$ cat config.mk
export PLATFORM = sky130hd
export DESIGN_NAME = id_ctrl_stage_flat
export DESIGN_NICKNAME = d
export VERILOG_FILES = /design/src/rtl/id_ctrl_stage_if.sv /design/src/rtl/id_ctrl_stage.sv /design/src/flat_wrapper.sv
export SDC_FILE = /design/constraint.sdc
export NUM_CORES = 1
export LEC_CHECK = 0
export ABC_AREA = 1
export BUFFER_PORTS_ARGS = -buffer_cell sky130_fd_sc_hd__buf_4
export CAP_MARGIN = 20
export CORE_MARGIN = 8
export CORE_UTILIZATION = 29
export DETAILED_ROUTE_END_ITERATION = 8
export GPL_TIMING_DRIVEN = 0
export PLACE_DENSITY = 0.6
export SLEW_MARGIN = 20
export SYNTH_ARGS = -nofsm -noshare
export SYNTH_HDL_FRONTEND = slang
export SYNTH_SLANG_ARGS = --single-unit
$ cat constraint.sdc
create_clock -name clk_i -period 2.7 [get_ports clk_i]
set_input_delay 0.54 -clock clk_i [delete_from_list [all_inputs] [get_ports clk_i]]
set_output_delay 0.54 -clock clk_i [all_outputs]
set_load 0.05 [all_outputs]
$ cat src/rtl/id_ctrl_stage_if.sv
// Bundle of the IF/ID -> ID/EX signals handled by the ID control stage.
// The IF side drives the instruction and flush request. The ID stage drives
// the ready signal, the registered control bundle and the performance counters.
interface id_ctrl_stage_if #(
   parameter int RADDR_W = 5,
   parameter int CNT_W   = 16
);
   logic               valid_i;
   logic [31:0]        instr_i;
   logic               flush_i;
   logic               ready_o;
   logic               valid_o;
   logic               reg_write_o;
   logic               alu_src_o;
   logic               alu_signed_o;
   logic               branch_o;
   logic               jump_o;
   logic               mem_read_o;
   logic               mem_write_o;
   logic [2:0]         alu_op_o;
   logic [1:0]         reg_dst_o;
   logic [1:0]         branch_type_o;
   logic [1:0]         mem_to_reg_o;
   logic [RADDR_W-1:0] wr_addr_o;
   logic               illegal_o;
   logic [CNT_W-1:0]   issue_cnt_o;
   logic [CNT_W-1:0]   bubble_cnt_o;

   // Fetch/EX side: presents instructions and flushes, observes the ID stage
   modport master (
      output valid_i, instr_i, flush_i,
      input  ready_o, valid_o, reg_write_o, alu_src_o, alu_signed_o,
             branch_o, jump_o, mem_read_o, mem_write_o, alu_op_o,
             reg_dst_o, branch_type_o, mem_to_reg_o, wr_addr_o,
             illegal_o, issue_cnt_o, bubble_cnt_o
   );

   // ID stage side
   modport slave (
      input  valid_i, instr_i, flush_i,
      output ready_o, valid_o, reg_write_o, alu_src_o, alu_signed_o,
             branch_o, jump_o, mem_read_o, mem_write_o, alu_op_o,
             reg_dst_o, branch_type_o, mem_to_reg_o, wr_addr_o,
             illegal_o, issue_cnt_o, bubble_cnt_o
   );
endinterface

$ cat src/rtl/id_ctrl_stage.sv
// Registered instruction-decode control stage.
// Decodes the opcode into the control bundle, resolves the destination
// register and registers both into the ID/EX slot. It inserts a single
// bubble on a load-use hazard, kills the ID instruction on a flush from EX,
// flags undefined opcodes and counts issued instructions and bubbles.
module id_ctrl_stage #(
   parameter int OP_W      = 6,
   parameter int RADDR_W   = 5,
   parameter int CNT_W     = 16,
   parameter int HAZARD_EN = 1
) (
   input  logic            clk_i,
   input  logic            rst_i,
   id_ctrl_stage_if.slave  bus
);

   typedef struct packed {
      logic       reg_write;
      logic       alu_src;
      logic       alu_signed;
      logic       branch;
      logic       jump;
      logic       mem_read;
      logic       mem_write;
      logic [2:0] alu_op;
      logic [1:0] reg_dst;
      logic [1:0] branch_type;
      logic [1:0] mem_to_reg;
      logic       illegal;
   } ctl_t;

   typedef struct packed {
      ctl_t ctl;
      logic rs_used;
      logic rt_used;
   } dec_t;

   // Opcode -> control bundle, plus which source fields the instruction reads.
   function automatic dec_t decode(input logic [OP_W-1:0] op);
      dec_t d;
      d         = '0;
      d.rs_used = 1'b1;
      case (op)
         OP_W'(0): begin
            d.ctl.reg_write = 1'b1;
            d.ctl.reg_dst   = 2'b01;
            d.ctl.alu_op    = 3'b010;
            d.rt_used       = 1'b1;
         end
         OP_W'(1): begin
            d.ctl.branch      = 1'b1;
            d.ctl.alu_op      = 3'b001;
            d.ctl.branch_type = 2'b10;
         end
         OP_W'(4): begin
            d.ctl.branch      = 1'b1;
            d.ctl.alu_op      = 3'b001;
            d.ctl.branch_type = 2'b00;
            d.rt_used         = 1'b1;
         end
         OP_W'(5): begin
            d.ctl.branch      = 1'b1;
            d.ctl.alu_op      = 3'b001;
            d.ctl.branch_type = 2'b01;
            d.rt_used         = 1'b1;
         end
         OP_W'(6): begin
            d.ctl.branch      = 1'b1;
            d.ctl.alu_op      = 3'b101;
            d.ctl.branch_type = 2'b11;
         end
         OP_W'(2): begin
            d.ctl.jump = 1'b1;
            d.rs_used  = 1'b0;
         end
         OP_W'(3): begin
            d.ctl.jump       = 1'b1;
            d.ctl.reg_write  = 1'b1;
            d.ctl.reg_dst    = 2'b10;
            d.ctl.mem_to_reg = 2'b11;
            d.rs_used        = 1'b0;
         end
         OP_W'(8): begin
            d.ctl.reg_write = 1'b1;
            d.ctl.alu_src   = 1'b1;
            d.ctl.alu_op    = 3'b000;
         end
         OP_W'(15): begin
            d.ctl.reg_write = 1'b1;
            d.ctl.alu_src   = 1'b1;
            d.ctl.alu_op    = 3'b000;
            d.rs_used       = 1'b0;
         end
         OP_W'(9): begin
            d.ctl.reg_write  = 1'b1;
            d.ctl.alu_src    = 1'b1;
            d.ctl.alu_signed = 1'b1;
            d.ctl.alu_op     = 3'b100;
         end
         OP_W'(13): begin
            d.ctl.reg_write  = 1'b1;
            d.ctl.alu_src    = 1'b1;
            d.ctl.alu_signed = 1'b1;
            d.ctl.alu_op     = 3'b011;
         end
         OP_W'(35): begin
            d.ctl.reg_write  = 1'b1;
            d.ctl.alu_src    = 1'b1;
            d.ctl.mem_read   = 1'b1;
            d.ctl.mem_to_reg = 2'b01;
         end
         OP_W'(43): begin
            d.ctl.alu_src   = 1'b1;
            d.ctl.mem_write = 1'b1;
            d.rt_used       = 1'b1;
         end
         default: begin
            d.ctl.illegal = 1'b1;
         end
      endcase
      return d;
   endfunction

   // Destination register: rd for R-type, the link register for jal, rt
   // otherwise. Instructions that do not write report register 0.
   function automatic logic [RADDR_W-1:0] resolve_wr(
      input ctl_t               c,
      input logic [RADDR_W-1:0] rt,
      input logic [RADDR_W-1:0] rd
   );
      logic [RADDR_W-1:0] a;
      case (c.reg_dst)
         2'b01:   a = rd;
         2'b10:   a = '1;
         default: a = rt;
      endcase
      return c.reg_write ? a : '0;
   endfunction

   // Stage 0: combinational decode of the instruction presented by IF
   logic [OP_W-1:0]    op_p0;
   logic [RADDR_W-1:0] rs_p0;
   logic [RADDR_W-1:0] rt_p0;
   logic [RADDR_W-1:0] rd_p0;
   dec_t               dec_p0;
   logic [RADDR_W-1:0] wr_p0;
   logic               use_hit_p0;
   logic               hazard_p0;
   logic               unused_instr_bits;

   // Stage 1: ID/EX slot
   logic               vld_p1;
   ctl_t               ctl_p1;
   logic [RADDR_W-1:0] wr_p1;
   logic [CNT_W-1:0]   issue_p1;
   logic [CNT_W-1:0]   bubble_p1;

   assign op_p0  = bus.instr_i[31 -: OP_W];
   assign rs_p0  = bus.instr_i[21 +: RADDR_W];
   assign rt_p0  = bus.instr_i[16 +: RADDR_W];
   assign rd_p0  = bus.instr_i[11 +: RADDR_W];
   assign dec_p0 = decode(op_p0);
   assign wr_p0  = resolve_wr(dec_p0.ctl, rt_p0, rd_p0);

   // Not every instruction bit feeds the decode (function/shamt/immediate)
   assign unused_instr_bits = ^bus.instr_i;

   // A load in the ID/EX slot whose result a source of the incoming
   // instruction needs. Register 0 never carries a dependency.
   assign use_hit_p0 = (dec_p0.rs_used && (rs_p0 == wr_p1)) ||
                       (dec_p0.rt_used && (rt_p0 == wr_p1));
   assign hazard_p0  = (HAZARD_EN != 0) && bus.valid_i && vld_p1 &&
                       ctl_p1.mem_read && (wr_p1 != '0) && use_hit_p0;

   // A flush consumes the instruction even when it would have stalled
   assign bus.ready_o = !rst_i && !(hazard_p0 && !bus.flush_i);

   // ID/EX slot update: reset > flush > load-use bubble > normal issue
   always_ff @(posedge clk_i) begin
      if (rst_i) begin
         vld_p1    <= 1'b0;
         ctl_p1    <= '0;
         wr_p1     <= '0;
         issue_p1  <= '0;
         bubble_p1 <= '0;
      end else if (bus.flush_i) begin
         vld_p1 <= 1'b0;
         ctl_p1 <= '0;
         wr_p1  <= '0;
      end else if (hazard_p0) begin
         vld_p1    <= 1'b0;
         ctl_p1    <= '0;
         wr_p1     <= '0;
         bubble_p1 <= bubble_p1 + CNT_W'(1);
      end else if (bus.valid_i) begin
         vld_p1   <= 1'b1;
         ctl_p1   <= dec_p0.ctl;
         wr_p1    <= wr_p0;
         issue_p1 <= issue_p1 + CNT_W'(1);
      end else begin
         vld_p1 <= 1'b0;
         ctl_p1 <= '0;
         wr_p1  <= '0;
      end
   end

   assign bus.valid_o       = vld_p1;
   assign bus.reg_write_o   = ctl_p1.reg_write;
   assign bus.alu_src_o     = ctl_p1.alu_src;
   assign bus.alu_signed_o  = ctl_p1.alu_signed;
   assign bus.branch_o      = ctl_p1.branch;
   assign bus.jump_o        = ctl_p1.jump;
   assign bus.mem_read_o    = ctl_p1.mem_read;
   assign bus.mem_write_o   = ctl_p1.mem_write;
   assign bus.alu_op_o      = ctl_p1.alu_op;
   assign bus.reg_dst_o     = ctl_p1.reg_dst;
   assign bus.branch_type_o = ctl_p1.branch_type;
   assign bus.mem_to_reg_o  = ctl_p1.mem_to_reg;
   assign bus.wr_addr_o     = wr_p1;
   assign bus.illegal_o     = ctl_p1.illegal;
   assign bus.issue_cnt_o   = issue_p1;
   assign bus.bubble_cnt_o  = bubble_p1;

endmodule

$ cat src/flat_wrapper.sv
// flat-port wrapper written by rule: the top's interface ports become plain ports
module id_ctrl_stage_flat 
#(
   parameter int OP_W      = 6,
   parameter int RADDR_W   = 5,
   parameter int CNT_W     = 16,
   parameter int HAZARD_EN = 1
)
  (clk_i, rst_i, bus_valid_i, bus_instr_i, bus_flush_i, bus_ready_o, bus_valid_o, bus_reg_write_o, bus_alu_src_o, bus_alu_signed_o, bus_branch_o, bus_jump_o, bus_mem_read_o, bus_mem_write_o, bus_alu_op_o, bus_reg_dst_o, bus_branch_type_o, bus_mem_to_reg_o, bus_wr_addr_o, bus_illegal_o, bus_issue_cnt_o, bus_bubble_cnt_o);
  id_ctrl_stage_if #(.RADDR_W(RADDR_W), .CNT_W(CNT_W)) bus_i ();
  input  logic clk_i;
  input  logic rst_i;
  input wire logic [$bits(bus_i.valid_i)-1:0] bus_valid_i;
  input wire logic [$bits(bus_i.instr_i)-1:0] bus_instr_i;
  input wire logic [$bits(bus_i.flush_i)-1:0] bus_flush_i;
  output wire logic [$bits(bus_i.ready_o)-1:0] bus_ready_o;
  output wire logic [$bits(bus_i.valid_o)-1:0] bus_valid_o;
  output wire logic [$bits(bus_i.reg_write_o)-1:0] bus_reg_write_o;
  output wire logic [$bits(bus_i.alu_src_o)-1:0] bus_alu_src_o;
  output wire logic [$bits(bus_i.alu_signed_o)-1:0] bus_alu_signed_o;
  output wire logic [$bits(bus_i.branch_o)-1:0] bus_branch_o;
  output wire logic [$bits(bus_i.jump_o)-1:0] bus_jump_o;
  output wire logic [$bits(bus_i.mem_read_o)-1:0] bus_mem_read_o;
  output wire logic [$bits(bus_i.mem_write_o)-1:0] bus_mem_write_o;
  output wire logic [$bits(bus_i.alu_op_o)-1:0] bus_alu_op_o;
  output wire logic [$bits(bus_i.reg_dst_o)-1:0] bus_reg_dst_o;
  output wire logic [$bits(bus_i.branch_type_o)-1:0] bus_branch_type_o;
  output wire logic [$bits(bus_i.mem_to_reg_o)-1:0] bus_mem_to_reg_o;
  output wire logic [$bits(bus_i.wr_addr_o)-1:0] bus_wr_addr_o;
  output wire logic [$bits(bus_i.illegal_o)-1:0] bus_illegal_o;
  output wire logic [$bits(bus_i.issue_cnt_o)-1:0] bus_issue_cnt_o;
  output wire logic [$bits(bus_i.bubble_cnt_o)-1:0] bus_bubble_cnt_o;
  assign bus_i.valid_i = bus_valid_i;
  assign bus_i.instr_i = bus_instr_i;
  assign bus_i.flush_i = bus_flush_i;
  assign bus_ready_o = bus_i.ready_o;
  assign bus_valid_o = bus_i.valid_o;
  assign bus_reg_write_o = bus_i.reg_write_o;
  assign bus_alu_src_o = bus_i.alu_src_o;
  assign bus_alu_signed_o = bus_i.alu_signed_o;
  assign bus_branch_o = bus_i.branch_o;
  assign bus_jump_o = bus_i.jump_o;
  assign bus_mem_read_o = bus_i.mem_read_o;
  assign bus_mem_write_o = bus_i.mem_write_o;
  assign bus_alu_op_o = bus_i.alu_op_o;
  assign bus_reg_dst_o = bus_i.reg_dst_o;
  assign bus_branch_type_o = bus_i.branch_type_o;
  assign bus_mem_to_reg_o = bus_i.mem_to_reg_o;
  assign bus_wr_addr_o = bus_i.wr_addr_o;
  assign bus_illegal_o = bus_i.illegal_o;
  assign bus_issue_cnt_o = bus_i.issue_cnt_o;
  assign bus_bubble_cnt_o = bus_i.bubble_cnt_o;
  id_ctrl_stage #(.OP_W(OP_W), .RADDR_W(RADDR_W), .CNT_W(CNT_W), .HAZARD_EN(HAZARD_EN)) u_core (.clk_i(clk_i), .rst_i(rst_i), .bus(bus_i));
endmodule
==> reports/qor.json <==
{
  "period_needed_ns": 2.45,
  "syn2layout_area_growth_pct": 30.4,
  "clock_sinks": 55,
  "power.share.combinational_pct": 9.4,
  "p_leak_nw": 1.61,
  "clkSlewWorstSetupHoldPaths_ns": 0.10,
  "cts-buffers-inserted": 5,
  "setup_violations": 0,
  "pin_count_of_the_biggest_net_entering_global_routing": 17,
  "wl_per_cell_microns": 12.9,
  "cts_root_buffer": "sky130_fd_sc_hd__clkbuf_8",
  "synth_cell_types": 29,
  "share_clk_of_total_power_pct": 37.3,
  "mostFrequentLayoutCell": "sky130_fd_sc_hd__nand2_1",
  "boundary_pin_count": 92,
  "cap_violations": 0,
  "n_antenna_cell": 0,
  "netSwitchingPower_mw": 0.366,
  "die-height_microns": 118,
  "clock_skew_ns": 0.00936,
  "die_area_sq_mm": 0.0139,
  "final_max_slew_viol_count": 0,
  "grt_first_pass_wirelength_mm": 14.5,
  "net_switching_fraction_of_the_power_pct": 23.8,
  "timing.reg2reg.worst_path_depth": 8,
  "cp.arrival_ns": 1.91,
  "max_stage_delay_ns": 0.19,
  "route.detailed.vias_per_inst": 4.69,
  "crit_path_end": "bus_ready_o",
  "cts-root-to-sink-buffers": 2,
  "max_slew_margin_pct": 57.6,
  "totalWireLength_mm": 8.42,
  "yosys_most_used_dff": "sky130_fd_sc_hd__dfxtp_1",
  "crit_path_cells": "buf_4 > nor2_4 > nand2_1 > nor2_2 > nor2_1 > nand3_1 > nand2_8 > nand3_4 > nand2_1 > inv_1 > buf_4",
  "final_antenna_net_count": 0,
  "timing.critical_path.from_type": "primary input",
  "commonest_non_fill_non_tap_cells_in_the_layout": "sky130_fd_sc_hd__nand2_1 (101), sky130_fd_sc_hd__buf_4 (86), sky130_fd_sc_hd__dfxtp_1 (54)",
  "seqPwrFrac_pct": 53.3,
  "r2r_end": "u_core.bus.issue_cnt_o[12]",
  "critPathCaptureType": "primary output",
  "synth_enable_flop_cells": 0,
  "worst-endpoint-required_ns": 2.16,
  "critPathMaxFanout": 9,
  "detail_route.iter0.violations": 135,
  "synthArstFlopShare_pct": 0,
  "worst_slew_pin_slew_ns": 0.636,
  "r2r-start": "u_core.bus.issue_cnt_o[0]",
  "syn-cell-area_sq_mm": 0.00302,
  "clock_insertion_delay_worst_skew_ns": 0.30,
  "synth_cells": 430,
  "via_count_of_the_routed_design": 3074,
  "holdBufCountCts": 0,
  "hpwl_mm": 6.60,
  "gp_routability_congestion": 0.928,
  "power-per-cell-area_mw_per_mm2": 391,
  "drc_errors": 0,
  "power.total_mw": 1.54,
  "global_route.overflow_total": 0,
  "fill_cell_total_of_the_finished_layout": 1106,
  "max_freq_mhz": 409,
  "cts_max_level": 2,
  "synth_area_per_cell_sq_um": 7.01,
  "first_pass_iters": 5,
  "crit_path_top_delay_cell": "sky130_fd_sc_hd__buf_4",
  "die_width_microns": 118,
  "yosysSeqAreaShare_pct": 36.5,
  "design.core.area_sq_mm": 0.0102,
  "num-nets-final": 559,
  "yosys_warnings": 0,
  "tritoncts": "built",
  "crit_type": "in -> out",
  "starting_density_of_the_core_pct": 29.5,
  "syn-num-nets": 471,
  "peak_supply_drop_mv": 0.282,
  "antenna_found_initial": 0,
  "rsz0062_at_grt": "false",
  "timing.final.crit_share_pct": 90.6,
  "placement_rows": 37,
  "final_hold_viol_count": 0,
  "internal_power_mw": 1.17,
  "fin_worst_hold_slack_ns": 0.501,
  "startpoint": "bus_instr_i[31]",
  "number_of_port_buffers": 78,
  "worst_hold_path_type": "reg -> reg",
  "yosys_reg_bits": 55,
  "groute.usage.overall_pct": 12.3,
  "grt_pass1_vias": 3023,
  "ff2ff_setup_slack_ns": 0.92,
  "post_route_cells_drive_above_1_share_pct": 22.2,
  "outcome": "complete, no violations"
}
layer usage:
metal / share of wire (%) / vias up / global-route usage, %
met3: 4.4 / 4 / 2.73
li1: - / 1581 / -
met2: 48 / 69 / 20.2
met4: 0.53 / 0 / 2.80
met5: 0 / - / 0
met1: 47 / 1420 / 15.9
synthesized netlist by cell type (2+ instances only):
library cell | count | area share [%]
sky130_fd_sc_hd__a21oi_1 | 38 | 6.3
sky130_fd_sc_hd__buf_1 | 2 | 0.25
sky130_fd_sc_hd__buf_4 | 5 | 1.2
sky130_fd_sc_hd__clkbuf_1 | 5 | 0.62
sky130_fd_sc_hd__dfxtp_1 | 55 | 37
sky130_fd_sc_hd__ha_1 | 5 | 2.1
sky130_fd_sc_hd__inv_1 | 40 | 5.0
sky130_fd_sc_hd__inv_2 | 3 | 0.37
sky130_fd_sc_hd__nand2_1 | 101 | 13
sky130_fd_sc_hd__nand2_8 | 2 | 1.3
sky130_fd_sc_hd__nand3_1 | 39 | 6.5
sky130_fd_sc_hd__nand3_2 | 4 | 1.3
sky130_fd_sc_hd__nand4_1 | 22 | 4.6
sky130_fd_sc_hd__nor2_1 | 48 | 6.0
sky130_fd_sc_hd__nor2_2 | 3 | 0.62
sky130_fd_sc_hd__nor3_1 | 11 | 1.8
sky130_fd_sc_hd__o21ai_0 | 6 | 1.0
sky130_fd_sc_hd__xnor2_1 | 15 | 4.4
sky130_fd_sc_hd__xor2_1 | 16 | 4.6
power groups by stage:
stage / logic, mW / clock network [mW] / registers, mW
detailed placement: 0.144 / 0 / 0.838
global route: 0.158 / 0.639 / 0.820
finish: 0.144 / 0.572 / 0.819
CTS: 0.145 / 0.601 / 0.819
global placement: 0.142 / 0 / 0.838
floorplan: 0.0702 / 0 / 0.852
final cells by class:
type	instances	area [sq um]	area share, %
multi-input combinational	318	1690	43.1
sequential	55	1100	28.0
timing repair buffer	82	616	15.7
tap	136	170	4.33
inverter	44	165	4.20
clock buffer	6	82.6	2.10
buffer	12	67.6	1.72
clock inverter	2	35.0	0.891
cells by family after synthesis:
family                   count (synthesis)  synth area share, %
flip-flops                              55                 36.5
XOR/XNOR                                31                 9.00
AND/OR/NAND/NOR                        237                 36.8
adder cells (fa/ha/maj)                  5                 2.07
AO/OA/AOI/OAI                           45                 7.59
buffers and inverters                   57                 7.97
stage by stage:
step	cells	setup WS [ns]	util [%]	area (sq um)	TNS, ns
floorplan	430	0.326	-	3020	0
global placement	644	-0.0315	36.9	3770	-0.0315
detailed placement	644	-0.0542	36.9	3770	-0.0542
CTS	652	0.0137	38.1	3900	0
global route	655	0.138	38.4	3930	0
finish	655	0.253	38.4	3930	0
timing repair:
action                                  4_1_cts  5_1_grt
resized for setup                             1        3
endpoints found under the setup margin        1        1
setup buffers                                 0        4
hold endpoints to repair                      0        0
worst max-delay path, delay by kind of cell:
family	cells	cell delay, ns
AND/OR/NAND/NOR	8	0.97
buffers and inverters	3	0.38
registers in the layout, summed over array words and instances (netlist names), 2 cells and up:
signal / count
u_core.bus.alu_op_o: 3
u_core.bus.mem_to_reg_o: 2
u_core.bus.wr_addr_o: 5
u_core.bus.reg_dst_o: 2
u_core.bus.branch_type_o: 2
u_core.bus.bubble_cnt_o: 16
u_core.bus.issue_cnt_o: 16
worst min-delay path by stage:
| stage | from | cells past startpoint | end | slack [ns] |
|---|---|---|---|---|
| 2_1_floorplan | u_core.bus.issue_cnt_o[15] | 2 | u_core.bus.issue_cnt_o[15] | 0.70 |
| 3_3_place_gp | u_core.bus.issue_cnt_o[15] | 2 | u_core.bus.issue_cnt_o[15] | 0.48 |
| 3_5_place_dp | u_core.bus.bubble_cnt_o[11] | 2 | u_core.bus.bubble_cnt_o[11] | 0.49 |
| 4_1_cts | bus_instr_i[19] | 3 | u_core.bus.wr_addr_o[3] | 0.50 |
| 5_1_grt | bus_instr_i[18] | 3 | u_core.bus.wr_addr_o[2] | 0.51 |
| 6_report | u_core.bus.issue_cnt_o[15] | 2 | u_core.bus.issue_cnt_o[15] | 0.50 |
(Power assumes the default switching activity.)
